[src/rtl/sample_stream_tx_if.sv]
// sample_stream_tx_if
//   Valid/ready beat stream from the frame transmitter to the receive-side
//   input FIFO.
//   out_valid  beat valid (master -> slave)
//   data_out   beat data  (master -> slave)
//   out_last   final beat of a frame (master -> slave)
//   ready_out  slave can accept a beat (slave -> master)
interface sample_stream_tx_if #(
  parameter int DATA_WIDTH = 16
);
  logic                  out_valid;
  logic [DATA_WIDTH-1:0] data_out;
  logic                  out_last;
  logic                  ready_out;

  modport master (
    output out_valid,
    output data_out,
    output out_last,
    input  ready_out
  );

  modport slave (
    input  out_valid,
    input  data_out,
    input  out_last,
    output ready_out
  );
endinterface

[src/rtl/sample_stream_tx.sv]
// sample_stream_tx
//   Captures free-running ADC samples into a small skid FIFO and emits exactly
//   FRAME_LEN beats per frame on a valid/ready stream, tagging the final beat.
//   The output register acts as the head stage in front of the skid FIFO, so a
//   sample arriving while the stream is idle is on data_out one cycle later.
//
// Ports
//   clk         single clock, all logic on posedge
//   reset       asynchronous, active-high
//   start       pulse: begin one frame (only honoured in IDLE)
//   abort       pulse: drop the current frame and return to IDLE
//   adc_valid   ADC sample strobe (cannot be stalled)
//   adc_data    ADC sample
//   bus         beat stream (out_valid/data_out/out_last, ready_out)
//   busy        state != IDLE
//   frame_done  1-cycle pulse after the last beat handshakes
//   sample_idx  beats handshaken in the current frame
//   drop_count  dropped ADC samples, saturating at 255
//   overflow    sticky: any drop since reset
//
// State table
//   S_IDLE   | waiting for start; ADC ignored, counters hold last frame values
//   S_STREAM | capturing ADC samples until FRAME_LEN have been accepted
//   S_FLUSH  | capture complete; draining FIFO until the last beat handshakes
module sample_stream_tx #(
  parameter int DATA_WIDTH = 16,
  parameter int FRAME_LEN  = 64,
  parameter int SKID_DEPTH = 4,
  parameter int CNT_WIDTH  = $clog2(FRAME_LEN + 1)
) (
  input  logic                  clk,
  input  logic                  reset,
  input  logic                  start,
  input  logic                  abort,
  input  logic                  adc_valid,
  input  logic [DATA_WIDTH-1:0] adc_data,
  sample_stream_tx_if.master    bus,
  output logic                  busy,
  output logic                  frame_done,
  output logic [CNT_WIDTH-1:0]  sample_idx,
  output logic [7:0]            drop_count,
  output logic                  overflow
);

  localparam int PTR_W = $clog2(SKID_DEPTH);
  localparam logic [PTR_W:0]       FULL_CNT = (PTR_W + 1)'(SKID_DEPTH);
  localparam logic [CNT_WIDTH-1:0] FRAME_V  = CNT_WIDTH'(FRAME_LEN);
  localparam logic [CNT_WIDTH-1:0] LAST_V   = CNT_WIDTH'(FRAME_LEN - 1);

  typedef enum logic [1:0] {
    S_IDLE,
    S_STREAM,
    S_FLUSH
  } state_t;

  state_t                state;
  logic                  out_valid_q;
  logic [DATA_WIDTH-1:0] data_out_q;
  logic                  out_last_q;

  logic [DATA_WIDTH-1:0] mem [SKID_DEPTH];
  logic [PTR_W-1:0]      wr_ptr;
  logic [PTR_W-1:0]      rd_ptr;
  logic [PTR_W:0]        fifo_cnt;

  // captured: samples accepted this frame; loaded: beats moved into the
  // output register this frame (drives out_last tagging).
  logic [CNT_WIDTH-1:0]  captured;
  logic [CNT_WIDTH-1:0]  loaded;

  logic                  push_req;
  logic                  fire;
  logic                  head_free;
  logic                  fifo_empty;
  logic                  fifo_full;
  logic                  pop;
  logic                  bypass;
  logic                  fifo_wr;
  logic                  drop;
  logic                  accept;
  logic                  load;
  logic [DATA_WIDTH-1:0] load_data;

  assign bus.out_valid = out_valid_q;
  assign bus.data_out  = data_out_q;
  assign bus.out_last  = out_last_q;
  assign busy          = (state != S_IDLE);

  always_comb begin
    push_req   = (state == S_STREAM) && adc_valid && !abort;
    fire       = out_valid_q && bus.ready_out;
    head_free  = !out_valid_q || fire;
    fifo_empty = (fifo_cnt == '0);
    fifo_full  = (fifo_cnt == FULL_CNT);
    pop        = head_free && !fifo_empty;
    // Empty FIFO and free head: the sample goes straight to the output
    // register so latency stays at one cycle.
    bypass     = head_free && fifo_empty && push_req;
    // A pop frees an entry in the same cycle, so push into a full FIFO is
    // legal whenever the head is also draining.
    fifo_wr    = push_req && !bypass && (!fifo_full || pop);
    drop       = push_req && !bypass && fifo_full && !pop;
    accept     = bypass || fifo_wr;
    load       = pop || bypass;
    load_data  = pop ? mem[rd_ptr] : adc_data;
  end

  always_ff @(posedge clk) begin
    if (fifo_wr) begin
      mem[wr_ptr] <= adc_data;
    end
  end

  always_ff @(posedge clk or posedge reset) begin
    if (reset) begin
      state       <= S_IDLE;
      out_valid_q <= 1'b0;
      data_out_q  <= '0;
      out_last_q  <= 1'b0;
      wr_ptr      <= '0;
      rd_ptr      <= '0;
      fifo_cnt    <= '0;
      captured    <= '0;
      loaded      <= '0;
      sample_idx  <= '0;
      frame_done  <= 1'b0;
      drop_count  <= '0;
      overflow    <= 1'b0;
    end else begin
      frame_done <= 1'b0;
      if (abort) begin
        state       <= S_IDLE;
        out_valid_q <= 1'b0;
        out_last_q  <= 1'b0;
        wr_ptr      <= '0;
        rd_ptr      <= '0;
        fifo_cnt    <= '0;
      end else begin
        case (state)
          S_IDLE: begin
            if (start) begin
              state      <= S_STREAM;
              captured   <= '0;
              loaded     <= '0;
              sample_idx <= '0;
            end
          end
          default: begin
            if (load) begin
              out_valid_q <= 1'b1;
              data_out_q  <= load_data;
              out_last_q  <= (loaded == LAST_V);
              loaded      <= loaded + 1'b1;
            end else if (fire) begin
              out_valid_q <= 1'b0;
              out_last_q  <= 1'b0;
            end

            if (pop) begin
              rd_ptr <= rd_ptr + 1'b1;
            end
            if (fifo_wr) begin
              wr_ptr <= wr_ptr + 1'b1;
            end
            case ({fifo_wr, pop})
              2'b10:   fifo_cnt <= fifo_cnt + 1'b1;
              2'b01:   fifo_cnt <= fifo_cnt - 1'b1;
              default: fifo_cnt <= fifo_cnt;
            endcase

            if (accept) begin
              captured <= captured + 1'b1;
              if (captured + 1'b1 == FRAME_V) begin
                state <= S_FLUSH;
              end
            end

            if (drop) begin
              overflow <= 1'b1;
              if (drop_count != 8'hFF) begin
                drop_count <= drop_count + 8'd1;
              end
            end

            if (fire) begin
              sample_idx <= sample_idx + 1'b1;
              if (out_last_q) begin
                state      <= S_IDLE;
                frame_done <= 1'b1;
              end
            end
          end
        endcase
      end
    end
  end

endmodule

[src/flat_wrapper.sv]
// flat-port wrapper written by rule: the top's interface ports become plain ports
module sample_stream_tx_flat 
#(
  parameter int DATA_WIDTH = 16,
  parameter int FRAME_LEN  = 64,
  parameter int SKID_DEPTH = 4,
  parameter int CNT_WIDTH  = $clog2(FRAME_LEN + 1)
)
  (clk, reset, start, abort, adc_valid, adc_data, busy, frame_done, sample_idx, drop_count, overflow, bus_out_valid, bus_data_out, bus_out_last, bus_ready_out);
  sample_stream_tx_if #(.DATA_WIDTH(DATA_WIDTH)) bus_i ();
  input  logic clk;
  input  logic reset;
  input  logic start;
  input  logic abort;
  input  logic adc_valid;
  input  logic [DATA_WIDTH-1:0] adc_data;
  output logic busy;
  output logic frame_done;
  output logic [CNT_WIDTH-1:0] sample_idx;
  output logic [7:0] drop_count;
  output logic overflow;
  output wire logic [$bits(bus_i.out_valid)-1:0] bus_out_valid;
  output wire logic [$bits(bus_i.data_out)-1:0] bus_data_out;
  output wire logic [$bits(bus_i.out_last)-1:0] bus_out_last;
  input wire logic [$bits(bus_i.ready_out)-1:0] bus_ready_out;
  assign bus_out_valid = bus_i.out_valid;
  assign bus_data_out = bus_i.data_out;
  assign bus_out_last = bus_i.out_last;
  assign bus_i.ready_out = bus_ready_out;
  sample_stream_tx #(.DATA_WIDTH(DATA_WIDTH), .FRAME_LEN(FRAME_LEN), .SKID_DEPTH(SKID_DEPTH), .CNT_WIDTH(CNT_WIDTH)) u_core (.clk(clk), .reset(reset), .start(start), .abort(abort), .adc_valid(adc_valid), .adc_data(adc_data), .bus(bus_i), .busy(busy), .frame_done(frame_done), .sample_idx(sample_idx), .drop_count(drop_count), .overflow(overflow));
endmodule
[config.mk]
export PLATFORM = sky130hd
export DESIGN_NAME = sample_stream_tx_flat
export DESIGN_NICKNAME = d
export VERILOG_FILES = /design/src/rtl/sample_stream_tx_if.sv /design/src/rtl/sample_stream_tx.sv /design/src/flat_wrapper.sv
export SDC_FILE = /design/constraint.sdc
export NUM_CORES = 1
export LEC_CHECK = 0
export BUFFER_PORTS_ARGS = -buffer_cell sky130_fd_sc_hd__buf_2
export CAP_MARGIN = 20
export CELL_PAD_IN_SITES_DETAIL_PLACEMENT = 2
export CELL_PAD_IN_SITES_GLOBAL_PLACEMENT = 2
export CORE_MARGIN = 8
export CORE_UTILIZATION = 37
export CTS_CLUSTER_SIZE = 10
export DETAILED_ROUTE_END_ITERATION = 10
export HOLD_SLACK_MARGIN = 0.03
export PLACE_DENSITY_LB_ADDON = 0.25
export SYNTH_ARGS = -nofsm -noshare
export SYNTH_HDL_FRONTEND = slang
export SYNTH_SLANG_ARGS = --single-unit
[constraint.sdc]
create_clock -name clk -period 2.4 [get_ports clk]
set_input_delay 0.12 -clock clk [delete_from_list [all_inputs] [get_ports clk]]
set_output_delay 0.12 -clock clk [all_outputs]
set_load 0.1 [all_outputs]
==> results.cfg <==
[status]
status = finished clean

[critical_path]
r2r_slack_ns = 0.12
cp.required_ns = 2.70
startpoint_type = flop
worstPathArrival_ns = 2.58
cp_max_fo = 14
cp-end-kind = flop
reg2regPathDepth = 6
worstSetupPathType = reg -> reg

[routing]
dr.pass1.iters = 4
remaining_drc_errors = 0
routed_wirelength_um = 15200
routedWlPerCell_um = 21.7
final_antenna_net_count = 0
drt_iter0_drc = 186
vias = 3853
routed_via_density = 5.49

[yosys]
synth.most_common_cell = edfxtp_1
yosysTopAreaCell = edfxtp_1
synth_common_cells = edfxtp_1, dfrtp_1, nand3_1
syn_inst = 414
synth_top_area_share = 0.350
synth_async_sr_flop_share = 0.475
syn_nets = 445
netlist_area_um2 = 5490
synth.yosys.warnings = 0
yosys.cell_types.count = 54
synth-main-ff-cell = edfxtp_1
syn_avg_cell_area_um2 = 13.3
synth_edf_count = 64
ys_seq_area_frac = 0.614
synth_top_cells_by_area = edfxtp_1, dfrtp_1, mux4_2
synth-seq-cells = 122

[min_path]
hold-path-cell-count = 4
hold_class = in -> reg

[sta]
hold_viol = 0
slew_violations = 0
skew_ns = 0.00593
max_freq_ghz = 0.438
min_period_over_period = 0.952
fin_tns_setup_ns = 0
grt_setup_unrepaired = false
slew_headroom = 0.398
worst_slew_pin_slew_ns = 0.903
fin_crit_ns = 2.28
setup_viol_count_final = 0

[layout]
drive_gt1_frac = 0.286
design_area_um2 = 6900
synthToLayoutAreaGrowth_pct = 25.7
layoutNonFillerInstCount = 702
n_antenna_cell = 0
fin_nets = 536
final_util = 0.475

[cts]
cts_made_buffers = 17
clock_sinks = 122
cts_root_buffer = clkbuf_16
insertion_delay_ns = 0.43
path_clk_slew_ns = 0.06
htreeDepth = 4
cts_tree = yes
cts_buffer_depth = 2
ctsResizeCount = 0

[pwr]
p_total_mw = 6.32
p_leak_nw = 2.75
irDropWorstVdd_mv = 0.578
pwr_density_cell_nw_per_um2 = 916

[global_route]
first_global_vias = 4343
grt_use_total = 0.176
grt_start_max_net_pins = 36
antenna_found_initial = 0
overflow = 0
grt_pass1_wl_um = 24900

[placed_design]
portBuffers = 57
placed_area_um2 = 6120
place_congestion = 0.727
placed_cells = 653
dp.final_hpwl_um = 9830

[floorplan]
die_y_um = 138
fp.dieArea_um2 = 19000
start_util = 0.378
io_pins = 58
die_x_um = 138
fp-row-count = 44
core-area_um2 = 14500

[job]
maxCapViolCount = 0
## placed cells by master (no fill, tap or decap), types with 4 or more instances in the layout
cell type      Yosys  routed
clkbuf_16          0      17
ha_1               8       8
buf_4              4      13
nand2_1           18      18
xnor2_1            7       7
dfrtp_1           58      56
nand3_1           40      40
inv_1              7       6
mux2i_1            7       7
a21oi_1           38      38
o21ai_0           11      11
or3_1              8       8
nand2b_1           5       4
xor2_1             8       8
dlygate4sd3_1      0      17
nor3_1             6       6
mux4_2            16      16
buf_2              9      57
edfxtp_1          64      64
nand3b_1           4       4
buf_12             0       6
inv_6              0       4
and2_1             5       5
nand4_1            4       4
nor2_1            31      31
## logic make-up (layout without fill, tap and decap cells)
group,Yosys count,in the layout,synth area share
buf+inv,29,133,0.0273
flops,122,122,0.614
compound gates,71,71,0.0882
mux,26,26,0.0845
xor+xnor,15,15,0.0239
fa+ha+maj,9,9,0.0219
simple gates,142,142,0.140
## metrics by stage
stage          worst slack (ns)  hold WS [ns]
3_5_place_dp              0.163         0.234
4_1_cts                   0.114        0.0780
5_1_grt                0.000619        0.0936
2_1_floorplan           0.00637         0.219
6_report                  0.116        0.0869
3_3_place_gp              0.239         0.216
## layout make-up
class	instances	area, um^2
Inverter	8	30.0
Clock inverter	13	165
Fill cell	1441	7630
Clock buffer	19	443
Multi-Input combinational cell	263	1980
Timing Repair Buffer	93	673
Sequential cell	122	3380
Tap cell	184	230
## worst paths after layout
check	startpoint	endpoint
worst max-delay path	u_core.state[1]$_DFFE_PP0P_	u_core.fifo_cnt[2]$_DFFE_PP0P_
worst min-delay path	bus_ready_out	u_core.bus.out_valid$_DFFE_PP0P_
worst max register to register	u_core.state[1]$_DFFE_PP0P_	u_core.fifo_cnt[2]$_DFFE_PP0P_
worst min register to register	u_core.overflow$_DFFE_PP0P_	u_core.overflow$_DFFE_PP0P_
max in group asynchronous	reset	u_core.fifo_cnt[0]$_DFFE_PP0P_
min in group asynchronous	reset	u_core.bus.data_out[0]$_DFFE_PP0P_
## metal layers
metal / GRT usage / share of wire / up-vias
li1: - / - / 1738
met1: 0.216 / 0.44 / 2032
met2: 0.292 / 0.51 / 59
met3: 0.0427 / 0.036 / 24
met4: 0.0681 / 0.016 / 0
met5: 0 / 0 / -
## power by group
group	leakage (nW)	switching, mW	internal, mW
Clock	0.288	0.979	1.67
Combinational	1.11	1.07	0.195
Sequential	1.35	0.0789	2.33
Total	2.75	2.13	4.19
## critical path: stages, from the launching register on
cell,delay [ns]
dfrtp_1,0.43
and4bb_4,0.48
nor2_1,0.10
fa_2,0.38
nor4_1,0.38
a31oi_1,0.07
o41ai_1,0.31
## state kept, by name (all words and copies together), names as in the netlist, 2 cells and up
signal and count:
u_core.mem 64, u_core.bus.data_out 16, u_core.drop_count 8, u_core.captured 7
u_core.loaded 7, u_core.sample_idx 7, u_core.fifo_cnt 3, u_core.rd_ptr 2
u_core.state 2, u_core.wr_ptr 2
## repair_timing
action / CTS / global route
hold buffers: 17 / 0
hold endpoints to repair: 87 / 0
endpoints found under the setup margin: 0 / 0
setup buffers: 0 / 0
Note: power is estimated with default switching activity, not from simulation.
